File: src/rtl/dmem_arb_pkg.sv
// rtl/dmem_arb_pkg.sv - shared types and constants for the data-memory arbiter
package dmem_arb_pkg;

  typedef enum logic [1:0] {
    IDLE  = 2'd0,
    ISSUE = 2'd1,
    WAIT  = 2'd2
  } state_t;

  typedef logic master_id_t;

  localparam logic [1:0] ALIGN_MASK = 2'b11;

endpackage

File: src/rtl/dmem_arb_rr.sv
// rtl/dmem_arb_rr.sv - 2-way round-robin picker; a tie goes to the port not granted last
module dmem_arb_rr
  import dmem_arb_pkg::*;
(
  input  logic [1:0] req,
  input  master_id_t last_grant,
  output logic       gnt_valid,
  output master_id_t gnt_id
);

  always_comb begin
    gnt_valid = |req;
    gnt_id    = 1'b0;
    if (req == 2'b11) begin
      gnt_id = ~last_grant;
    end else if (req[1]) begin
      gnt_id = 1'b1;
    end
  end

endmodule

File: src/rtl/dmem_arbiter.sv
// rtl/dmem_arbiter.sv - round-robin sharing of single-port dmem between core and loader
module dmem_arbiter
  import dmem_arb_pkg::*;
#(
  parameter int AW     = 32,
  parameter int DW     = 32,
  parameter int RD_LAT = 1,
  parameter int CW     = 16
) (
  input  logic          clk,
  input  logic          reset,
  input  logic          m0_req,
  input  logic          m0_we,
  input  logic [AW-1:0] m0_addr,
  input  logic [DW-1:0] m0_wdata,
  output logic          m0_ready,
  output logic          m0_rvalid,
  output logic [DW-1:0] m0_rdata,
  output logic          m0_err,
  input  logic          m1_req,
  input  logic          m1_we,
  input  logic [AW-1:0] m1_addr,
  input  logic [DW-1:0] m1_wdata,
  output logic          m1_ready,
  output logic          m1_rvalid,
  output logic [DW-1:0] m1_rdata,
  output logic          m1_err,
  output logic          mem_en,
  output logic          mem_we,
  output logic [AW-1:0] mem_addr,
  output logic [DW-1:0] mem_wdata,
  input  logic [DW-1:0] mem_rdata,
  output logic          busy,
  output logic          grant_id,
  output logic [CW-1:0] conflict_cnt
);

  localparam int CNT_W = (RD_LAT > 1) ? $clog2(RD_LAT) : 1;

  state_t        state_q, state_d;
  master_id_t    last_grant_q, last_grant_d;
  master_id_t    id_q, id_d;
  logic          we_q, we_d;
  logic [AW-1:0] addr_q, addr_d;
  logic [DW-1:0] wdata_q, wdata_d;
  logic [CNT_W-1:0] cnt_q, cnt_d;
  logic [CW-1:0] conflict_q, conflict_d;

  logic          gnt_valid;
  master_id_t    gnt_id;
  logic          misaligned;
  logic          issue;
  logic          rvalid;
  logic          waiting;

  dmem_arb_rr u_rr (
    .req        ({m1_req, m0_req}),
    .last_grant (last_grant_q),
    .gnt_valid  (gnt_valid),
    .gnt_id     (gnt_id)
  );

  always_comb begin
    misaligned = |(addr_q[1:0] & ALIGN_MASK);
    issue      = (state_q == ISSUE);
    rvalid     = (state_q == WAIT) && (cnt_q == '0);

    mem_en    = issue && !misaligned;
    mem_we    = mem_en && we_q;
    mem_addr  = mem_en ? addr_q : '0;
    mem_wdata = mem_en ? wdata_q : '0;

    m0_ready  = issue && (id_q == 1'b0);
    m1_ready  = issue && (id_q == 1'b1);
    m0_err    = m0_ready && misaligned;
    m1_err    = m1_ready && misaligned;
    m0_rvalid = rvalid && (id_q == 1'b0);
    m1_rvalid = rvalid && (id_q == 1'b1);
    m0_rdata  = m0_rvalid ? mem_rdata : '0;
    m1_rdata  = m1_rvalid ? mem_rdata : '0;

    busy         = (state_q != IDLE);
    grant_id     = busy ? id_q : 1'b0;
    conflict_cnt = conflict_q;

    // One count per cycle in which at least one port is left waiting
    waiting = (m0_req && !m0_ready) || (m1_req && !m1_ready);
  end

  always_comb begin
    state_d      = state_q;
    last_grant_d = last_grant_q;
    id_d         = id_q;
    we_d         = we_q;
    addr_d       = addr_q;
    wdata_d      = wdata_q;
    cnt_d        = cnt_q;
    conflict_d   = conflict_q;

    if (waiting && (conflict_q != {CW{1'b1}})) begin
      conflict_d = conflict_q + CW'(1);
    end

    case (state_q)
      IDLE: begin
        if (gnt_valid) begin
          state_d      = ISSUE;
          id_d         = gnt_id;
          last_grant_d = gnt_id;
          we_d         = gnt_id ? m1_we    : m0_we;
          addr_d       = gnt_id ? m1_addr  : m0_addr;
          wdata_d      = gnt_id ? m1_wdata : m0_wdata;
        end
      end
      ISSUE: begin
        if (misaligned || we_q) begin
          state_d = IDLE;
        end else begin
          state_d = WAIT;
          cnt_d   = CNT_W'(RD_LAT - 1);
        end
      end
      WAIT: begin
        if (cnt_q == '0) begin
          state_d = IDLE;
        end else begin
          cnt_d = cnt_q - CNT_W'(1);
        end
      end
      default: state_d = IDLE;
    endcase
  end

  always_ff @(posedge clk or negedge reset) begin
    if (!reset) begin
      state_q      <= IDLE;
      last_grant_q <= 1'b1;
      id_q         <= 1'b0;
      we_q         <= 1'b0;
      addr_q       <= '0;
      wdata_q      <= '0;
      cnt_q        <= '0;
      conflict_q   <= '0;
    end else begin
      state_q      <= state_d;
      last_grant_q <= last_grant_d;
      id_q         <= id_d;
      we_q         <= we_d;
      addr_q       <= addr_d;
      wdata_q      <= wdata_d;
      cnt_q        <= cnt_d;
      conflict_q   <= conflict_d;
    end
  end

endmodule

File: config.mk
export PLATFORM = sky130hd
export DESIGN_NAME = dmem_arbiter
export DESIGN_NICKNAME = d
export VERILOG_FILES = /design/src/rtl/dmem_arb_pkg.sv /design/src/rtl/dmem_arb_rr.sv /design/src/rtl/dmem_arbiter.sv
export SDC_FILE = /design/constraint.sdc
export NUM_CORES = 1
export LEC_CHECK = 0
export CAP_MARGIN = 20
export CORE_AREA = 2 2 125 127
export DETAILED_ROUTE_END_ITERATION = 16
export DIE_AREA = 0 0 127 129
export HOLD_SLACK_MARGIN = 0.06
export MAX_ROUTING_LAYER = met4
export PLACE_DENSITY = 0.85
export SYNTH_ARGS = -nofsm -noshare
export SYNTH_HDL_FRONTEND = slang
export SYNTH_SLANG_ARGS = --single-unit
File: constraint.sdc
create_clock -name clk -period 3.3 [get_ports clk]
set_input_delay 0.66 -clock clk [delete_from_list [all_inputs] [get_ports clk]]
set_output_delay 0.66 -clock clk [all_outputs]
set_load 0.01 [all_outputs]
**After elaboration in Yosys (flattened, before gate mapping)**

Cells that the tools add are included.

- Output and inout port bits: 154
- Bits of input ports: 166
- Register bits after elaboration: 86

- Bitwise operators: 3
- Mux-type cells: 17
- Add/subtract/negate cells: 2
- Reductions and logical operators: 25
- Eq/ne operators: 7

Operator list:

| operator | number |
|---|---|
| $mux W32 | 6 |
| $add A16 B1 Y16 const B | 1 |
| $ne A16 B16 Y1 const B | 1 |
| $logic_and A1 B1 Y1 | 12 |
| $mux W1 | 6 |
| $mux W2 | 3 |
| $ne A2 B2 Y1 const B | 3 |
| $pmux W2 S3 | 1 |
| $reduce_and A2 Y1 | 3 |
| $eq A2 B2 Y1 const B | 2 |
| $reduce_bool A2 Y1 | 2 |
| $reduce_or A2 Y1 | 2 |
| $logic_not A1 Y1 | 3 |
| $not A1 Y1 | 3 |
| $eq A2 B1 Y1 const B | 1 |
| $logic_not A2 Y1 | 1 |
| $logic_or A1 B1 Y1 | 2 |
| $pmux W1 S2 | 1 |
| $sub A1 B1 Y1 const B | 1 |

**Logic depth before layout (Yosys ltp)**

Gate-level depths: netlist of run 1.

- Depth in word-level cells: 6
- Depth in mapped cells: 7

**Cells and area by module**

From an unflattened synthesis of run 1, not the netlist that was laid out.

- Cell total of the unflattened synthesis: 536
- Area total of the unflattened synthesis: 4892.2 um^2

By module, submodules not included:

| module | sequential area each (um^2) | times used | cells each | area an instance (um^2) |
|---|---|---|---|---|
| dmem_arbiter | 2128.3 | 1 | 534 | 4878.4 |
| dmem_arb_rr | 0.0 | 1 | 2 | 13.8 |

**Worst setup path after synthesis of run 1**

Ideal clock, no wire load.

- Path type: reg-to-output
- From: reg id_q
- To: out m0_rdata[22]
- Stages on the path, launching flop included: 5
- Path buffers: 2
- Path slack: 1298 ps
- Data arrival time: 1342 ps
- Cell sequence: dfrtp_1 > buf_6 > nor3b_1 > clkbuf_1 > and2_1

- Cells in the longest elaborated chain, start to end: 3

RTL lines:

| element | line | text |
|---|---|---|
| from (decl) | dmem_arbiter.sv:42 | `master_id_t id_q, id_d;` |
| from (signal assigned) | dmem_arbiter.sv:147 | `id_q <= id_d;` |
| $not A1 Y1 | dmem_arbiter.sv:77 | `m0_rvalid = rvalid && (id_q == 1'b0);` |
| $logic_and A1 B1 Y1 | dmem_arbiter.sv:77 |  |
| via m0_rvalid | dmem_arbiter.sv:17 | `output logic m0_rvalid,` |
| $mux W32 | dmem_arbiter.sv:79 | `m0_rdata = m0_rvalid ? mem_rdata : '0;` |
| to (decl) | dmem_arbiter.sv:18 | `output logic [DW-1:0] m0_rdata,` |

The timed path passes the listed nets, and every way through them passes these cells.

**Worst setup path after layout of run 1**

- From: reg state_q[0]
- To: out mem_addr[24]

- Cells in the longest elaborated chain, start to end: 3

RTL lines:

| element | line | text |
|---|---|---|
| from (decl) | dmem_arbiter.sv:40 | `state_t state_q, state_d;` |
| from (signal assigned) | dmem_arbiter.sv:145 | `state_q <= state_d;` |
| $eq A2 B1 Y1 | dmem_arbiter.sv:65 | `issue = (state_q == ISSUE);` |
| $logic_and A1 B1 Y1 | dmem_arbiter.sv:68 | `mem_en = issue && !misaligned;` |
| $mux W32 | dmem_arbiter.sv:70 | `mem_addr = mem_en ? addr_q : '0;` |
| to (decl) | dmem_arbiter.sv:30 | `output logic [AW-1:0] mem_addr,` |

No other way between the ends.

==> results of run 1 <==
-- cell type report --
class	instances	area (um^2)	area share, %
Clock buffer	12	246	2.87
Tap cell	188	235	2.74
Multi-Input combinational cell	397	2620	30.5
Antenna cell	1	2.50	0.0291
Clock inverter	3	46.3	0.538
Inverter	1	3.75	0.0436
Timing Repair Buffer	327	3320	38.6
Sequential cell	85	2130	24.7
-- worst max-delay path: cells and delay by family, from the launching register on --
| family | cells | cell delay (ps) |
|---|---|---|
| AND/OR/NAND/NOR | 2 | 770 |
| buffers and inverters | 2 | 800 |
| flip-flops | 1 | 400 |
-- through the flow --
step	cell area (um^2)	hold slack, ps	cells
after floorplan	4940	364	529
final	8600	251	1014
after global placement	8280	454	997
after CTS	8570	477	1012
after detailed placement	8280	462	997
after global routing	8600	275	1014
-- cell usage after synthesis, types with 3 or more instances --
cell type,number
and2_1,68
and3_1,65
and4_1,5
buf_2,16
buf_4,3
clkbuf_1,25
dfrtp_1,84
mux2_2,3
mux2i_1,66
nand2_1,71
nand3_1,3
nand4_1,5
nor2_1,3
o211ai_1,4
o21ai_0,64
xnor2_1,12
-- routing by layer --
layer / vias up / wire [um] / share of wire (%)
met2: 215 / 8150 / 51
met1: 2215 / 6360 / 40
li1: 2391 / - / -
met5: - / 0 / 0
met4: 0 / 369 / 2.3
met3: 25 / 1180 / 7.3
-- logic make-up after synthesis --
kind of cell	Yosys count	share of synthesized area, %
simple gates	236	27.0
flops	85	43.1
compound gates	74	8.28
mux	70	14.3
buf+inv	47	4.51
xor+xnor	14	2.48
fa+ha+maj	1	0.253
other cells	1	0.0759
-- power groups by stage --
stage                     Clock (mW)  Combinational, mW  Sequential [mW]
final                           1.01               2.64             1.83
after floorplan                    0               1.45             1.72
after global placement             0               2.58             1.83
after detailed placement           0               2.67             1.83
after CTS                       1.04               2.67             1.83
after global routing            1.08               2.91             1.90
-- state kept, by name, indices dropped and copies added, names as in the netlist --
register      flops
conflict_cnt     16
id_q              1
last_grant_q      1
state_q           2
we_q              1
wdata_q          32
addr_q           32
-- worst max-delay path by stage --
stage          slack, ps         start       endpoint  cells after the start
4_1_cts              310    state_q[0]   mem_addr[24]                      4
5_1_grt              160    state_q[0]   mem_addr[21]                      4
3_3_place_gp         710  mem_rdata[1]    m0_rdata[1]                      3
6_report             320    state_q[0]   mem_addr[24]                      4
3_5_place_dp         680    state_q[0]  mem_wdata[14]                      4
2_1_floorplan       1300          id_q   m0_rdata[22]                      4
-- cells in the final DEF, fill, tap and decap left out, types with 2 or more instances in the layout --
master and count:
and2_1 68, and2_2 2, and3_1 65, and4_1 5, buf_12 4, buf_4 6
clkbuf_1 2, clkbuf_16 9, clkdlybuf4s50_1 316, conb_1 2, dfrtp_1 84, mux2_2 3
mux2i_1 66, nand2_1 71, nand3_1 3, nand4_1 5, nor2_1 2, nor3_1 2
nor3b_2 2, o211ai_1 4, o21ai_0 64, xnor2_1 12, xor2_1 2
==> flow_summary.json, run 1 <==
{
  "dp_hpwl_mm": 12.2,
  "r2r-end": "conflict_cnt[1]",
  "cp_data_arrival_time_ps": 2320,
  "vias": 4846,
  "worst-r2r-setup-slack_ps": 1080,
  "postSynthAreaPerCell_um2": 9.35,
  "grt_use_met3_pct": 4.49,
  "rsz0062_at_grt": "no",
  "synth_cell_type_count": 40,
  "drt_iter0_drc": 279,
  "tightestPinTransition_ps": 649,
  "start_util_pct": 33.0,
  "synth_seq_cells": 85,
  "drive_above_1_share_pct": 4.97,
  "place_ws_ps": 683,
  "post_cts_resize_count": 0,
  "critPathCaptureType": "output port",
  "die_w_um": 127,
  "grtUsageMet2_pct": 35.2,
  "grt_pass1_wl_mm": 24.9,
  "finalMaxSlewViolations": 0,
  "p_int_mw": 3.45,
  "cap_violations": 0,
  "synth.top_cells.by_area": "dfrtp_1, mux2i_1, and2_1",
  "clk_latency_ps": 340,
  "seq_area_frac_synth_pct": 43.1,
  "power-per-cell-area_nw_per_um2": 637,
  "yosysWarningCount": 0,
  "tritoncts": "done",
  "fin_nets": 988,
  "first_global_vias": 4777,
  "min_path_type": "input pin to asynchronous set/reset pin",
  "seqPwrFrac_pct": 33.4,
  "routed_wl_mm": 16.1,
  "met1_usage_pct": 22.4,
  "netlist_instances": 528,
  "finalClockSkew_ps": 6.89,
  "syn-cell-area_um2": 4940,
  "area_growth_pct": 74.1,
  "clk_pin_slew_ps": 60,
  "post_cts_buffers": 0,
  "cts_hold_buf": 0,
  "grt_overflow_total": 0,
  "ant_nets": 0,
  "final_core_util_pct": 57.4,
  "dr.pass1.iters": 4,
  "max_stage_delay_ps": 580,
  "total_power_mw": 5.48,
  "die-area_um2": 16400,
  "synth_top_area_share_pct": 42.6,
  "startpoint_type": "register",
  "h-tree-depth": 3,
  "drc": 0,
  "cts-root-buf": "clkbuf_16",
  "rows": 45,
  "cts_buffers": 9,
  "leakagePower_nw": 3.74,
  "p_comb_share_pct": 48.2,
  "setup-tns-final_ps": 0,
  "synth_flop_cell": "dfrtp_1",
  "critPathMaxFanout": 36,
  "min_period_ps": 2980,
  "max-slew-margin-rel_pct": 56.6,
  "setup_viol": 0,
  "wl_per_cell_um": 15.8,
  "path_class": "register to output port",
  "clk_path_buf_depth": 2,
  "grtUsageTotal_pct": 20.0,
  "peakVddDrop_mv": 0.409,
  "period_share_pct": 90.4,
  "async_reset_ff_share_pct": 100,
  "fin_ws_ps": 318,
  "clock.fmax_ghz": 0.335,
  "worst-r2r-cell-count": 5,
  "cp_slowest_cell": "nor2b_4",
  "io_buffers": 317,
  "cts.sinks": 85,
  "antenna_found_initial": 1,
  "cp_cell_sequence": "nor2b_4 > buf_12 > and3_1 > clkdlybuf4s50_1",
  "worstPathRequired_ps": 2640,
  "io_pins": 320,
  "yosys.area.top_type": "dfrtp_1",
  "coreArea_um2": 15000,
  "p_sw_mw": 2.02,
  "die_h_um": 129,
  "clkPwrFrac_pct": 18.4,
  "finalHoldViolCount": 0,
  "switching_share_pct": 37.0,
  "grt_max_degree": 131,
  "timing.rr.start": "conflict_cnt[0]",
  "avgViaCountPerCell": 4.78,
  "fillers": 1332,
  "busiest_layer": "met2",
  "place_congestion": 0.847,
  "outcome": "complete, no violations",
  "synth_edf_count": 0
}
Note: power is estimated with default switching activity, not from simulation.
==> run 2, diff against run 1 <==
Settings changed: CORE_AREA 2 2 125 127 to 2 2 123 125, CTS_BUF_LIST set to sky130_fd_sc_hd__clkbuf_8, DIE_AREA 0 0 127 129 to 0 0 125 127, PLACE_DENSITY 0.85 to 0.87.
==> flow_summary.json, run 2 (same netlist as run 1, synthesis figures left out) <==
{
  "setup-tns-final_ps": 0,
  "cts_buffers": 9,
  "start_util_pct": 34.2,
  "finalClockSkew_ps": 10.1,
  "setup_viol": 0,
  "routed_wl_mm": 16.4,
  "fillers": 1246,
  "drc": 0,
  "first_global_vias": 4756,
  "cap_violations": 0,
  "cp_data_arrival_time_ps": 2330,
  "wl_per_cell_um": 16.2,
  "grtUsageTotal_pct": 20.8,
  "drive_above_1_share_pct": 5.44,
  "drt_iter0_drc": 205,
  "grt_pass1_wl_mm": 25.3,
  "max-slew-margin-rel_pct": 57.3,
  "clk_pin_slew_ps": 90,
  "io_buffers": 317,
  "clk_latency_ps": 370,
  "h-tree-depth": 3,
  "power-per-cell-area_nw_per_um2": 614,
  "startpoint_type": "register",
  "tightestPinTransition_ps": 641,
  "post_cts_resize_count": 0,
  "cts-root-buf": "clkbuf_8",
  "p_comb_share_pct": 50.3,
  "rows": 44,
  "seqPwrFrac_pct": 35.2,
  "worstPathRequired_ps": 2640,
  "dr.pass1.iters": 4,
  "n_antenna_cell": 0,
  "fin_nets": 989,
  "mostFrequentLayoutCell": "clkdlybuf4s50_1",
  "tritoncts": "done",
  "mostFrequentLayoutCells": "clkdlybuf4s50_1, dfrtp_1, nand2_1",
  "finalMaxSlewViolations": 0,
  "coreArea_um2": 14400,
  "postPlaceCellArea_um2": 8250,
  "worst-r2r-cell-count": 5,
  "ant_nets": 0,
  "clock.fmax_ghz": 0.334,
  "avgViaCountPerCell": 4.74,
  "finish.instance_area_um2": 8450,
  "leakagePower_nw": 3.68,
  "path_class": "register to output port",
  "cts_hold_buf": 0,
  "worst_hold_slack_ps": 231,
  "switching_share_pct": 38.7,
  "io_pins": 320,
  "die_w_um": 125,
  "total_power_mw": 5.19,
  "final_core_util_pct": 58.6,
  "p_sw_mw": 2.01,
  "critPathMaxFanout": 30,
  "die_h_um": 127,
  "grt_max_degree": 57,
  "clk_path_buf_depth": 2,
  "rsz0062_at_grt": "no",
  "area_growth_pct": 71.0,
  "place_congestion": 0.812,
  "r2r-end": "conflict_cnt[1]",
  "outcome": "complete, no violations",
  "grt_overflow_total": 0,
  "antenna_found_initial": 0,
  "clkPwrFrac_pct": 14.6,
  "p_int_mw": 3.18,
  "dp_hpwl_mm": 13.1,
  "die-area_um2": 15900,
  "critPathCaptureType": "output port",
  "period_share_pct": 90.7,
  "worst-r2r-setup-slack_ps": 1130,
  "vias": 4791,
  "min_period_ps": 2990,
  "peakVddDrop_mv": 0.256,
  "post_cts_buffers": 0,
  "finalHoldViolCount": 0,
  "min_path_type": "input pin to asynchronous set/reset pin",
  "cts.sinks": 85,
  "timing.rr.start": "conflict_cnt[0]"
}
## run 2: power by group through the flow
stage / clock network (mW) / registers [mW] / logic, mW
finish: 0.756 / 1.82 / 2.61
floorplan: 0 / 1.72 / 1.45
global placement: 0 / 1.83 / 2.56
global route: 0.821 / 1.88 / 2.87
CTS: 0.785 / 1.83 / 2.64
detailed placement: 0 / 1.85 / 2.63
## run 2: critical path: stages (launching register included)
cell and delay (ps):
dfrtp_1 420, nor2b_4 440, buf_4 330, and3_1 210, clkdlybuf4s50_1 560
## run 2: through the flow
stage          setup WS (ps)  instances
2_1_floorplan           1300        529
4_1_cts                  294       1011
3_3_place_gp             782        995
3_5_place_dp             707        995
5_1_grt                  167       1011
6_report                 305       1011
## run 2: how the worst max path moves through the flow
stage / end / startpoint / slack, ps / depth (start not counted)
2_1_floorplan: m0_rdata[22] / id_q / 1300 / 4
4_1_cts: mem_addr[15] / state_q[0] / 290 / 4
3_5_place_dp: wdata_q[19] / m0_req / 710 / 5
3_3_place_gp: m1_rdata[24] / id_q / 780 / 3
5_1_grt: mem_addr[20] / state_q[0] / 170 / 4
6_report: mem_addr[15] / state_q[0] / 310 / 4
## run 2: final cells by class
cell class                 count  area (um^2)  area share, %
timing repair buffer         328         3270           38.7
multi-input combinational    397         2620           31.0
sequential                    85         2130           25.2
tap                          184          230           2.73
clock buffer                   9          124           1.47
clock inverter                 7         73.8          0.874
inverter                       1         3.75         0.0444
## run 2: layer usage
metal	vias up	GRT usage [%]	wire length [um]	share of wire, %
met5	-	-	0	0
met4	0	8.10	415	2.5
met3	26	4.86	1200	7.3
met2	213	37.6	8520	52
met1	2161	22.1	6270	38
li1	2391	-	-	-
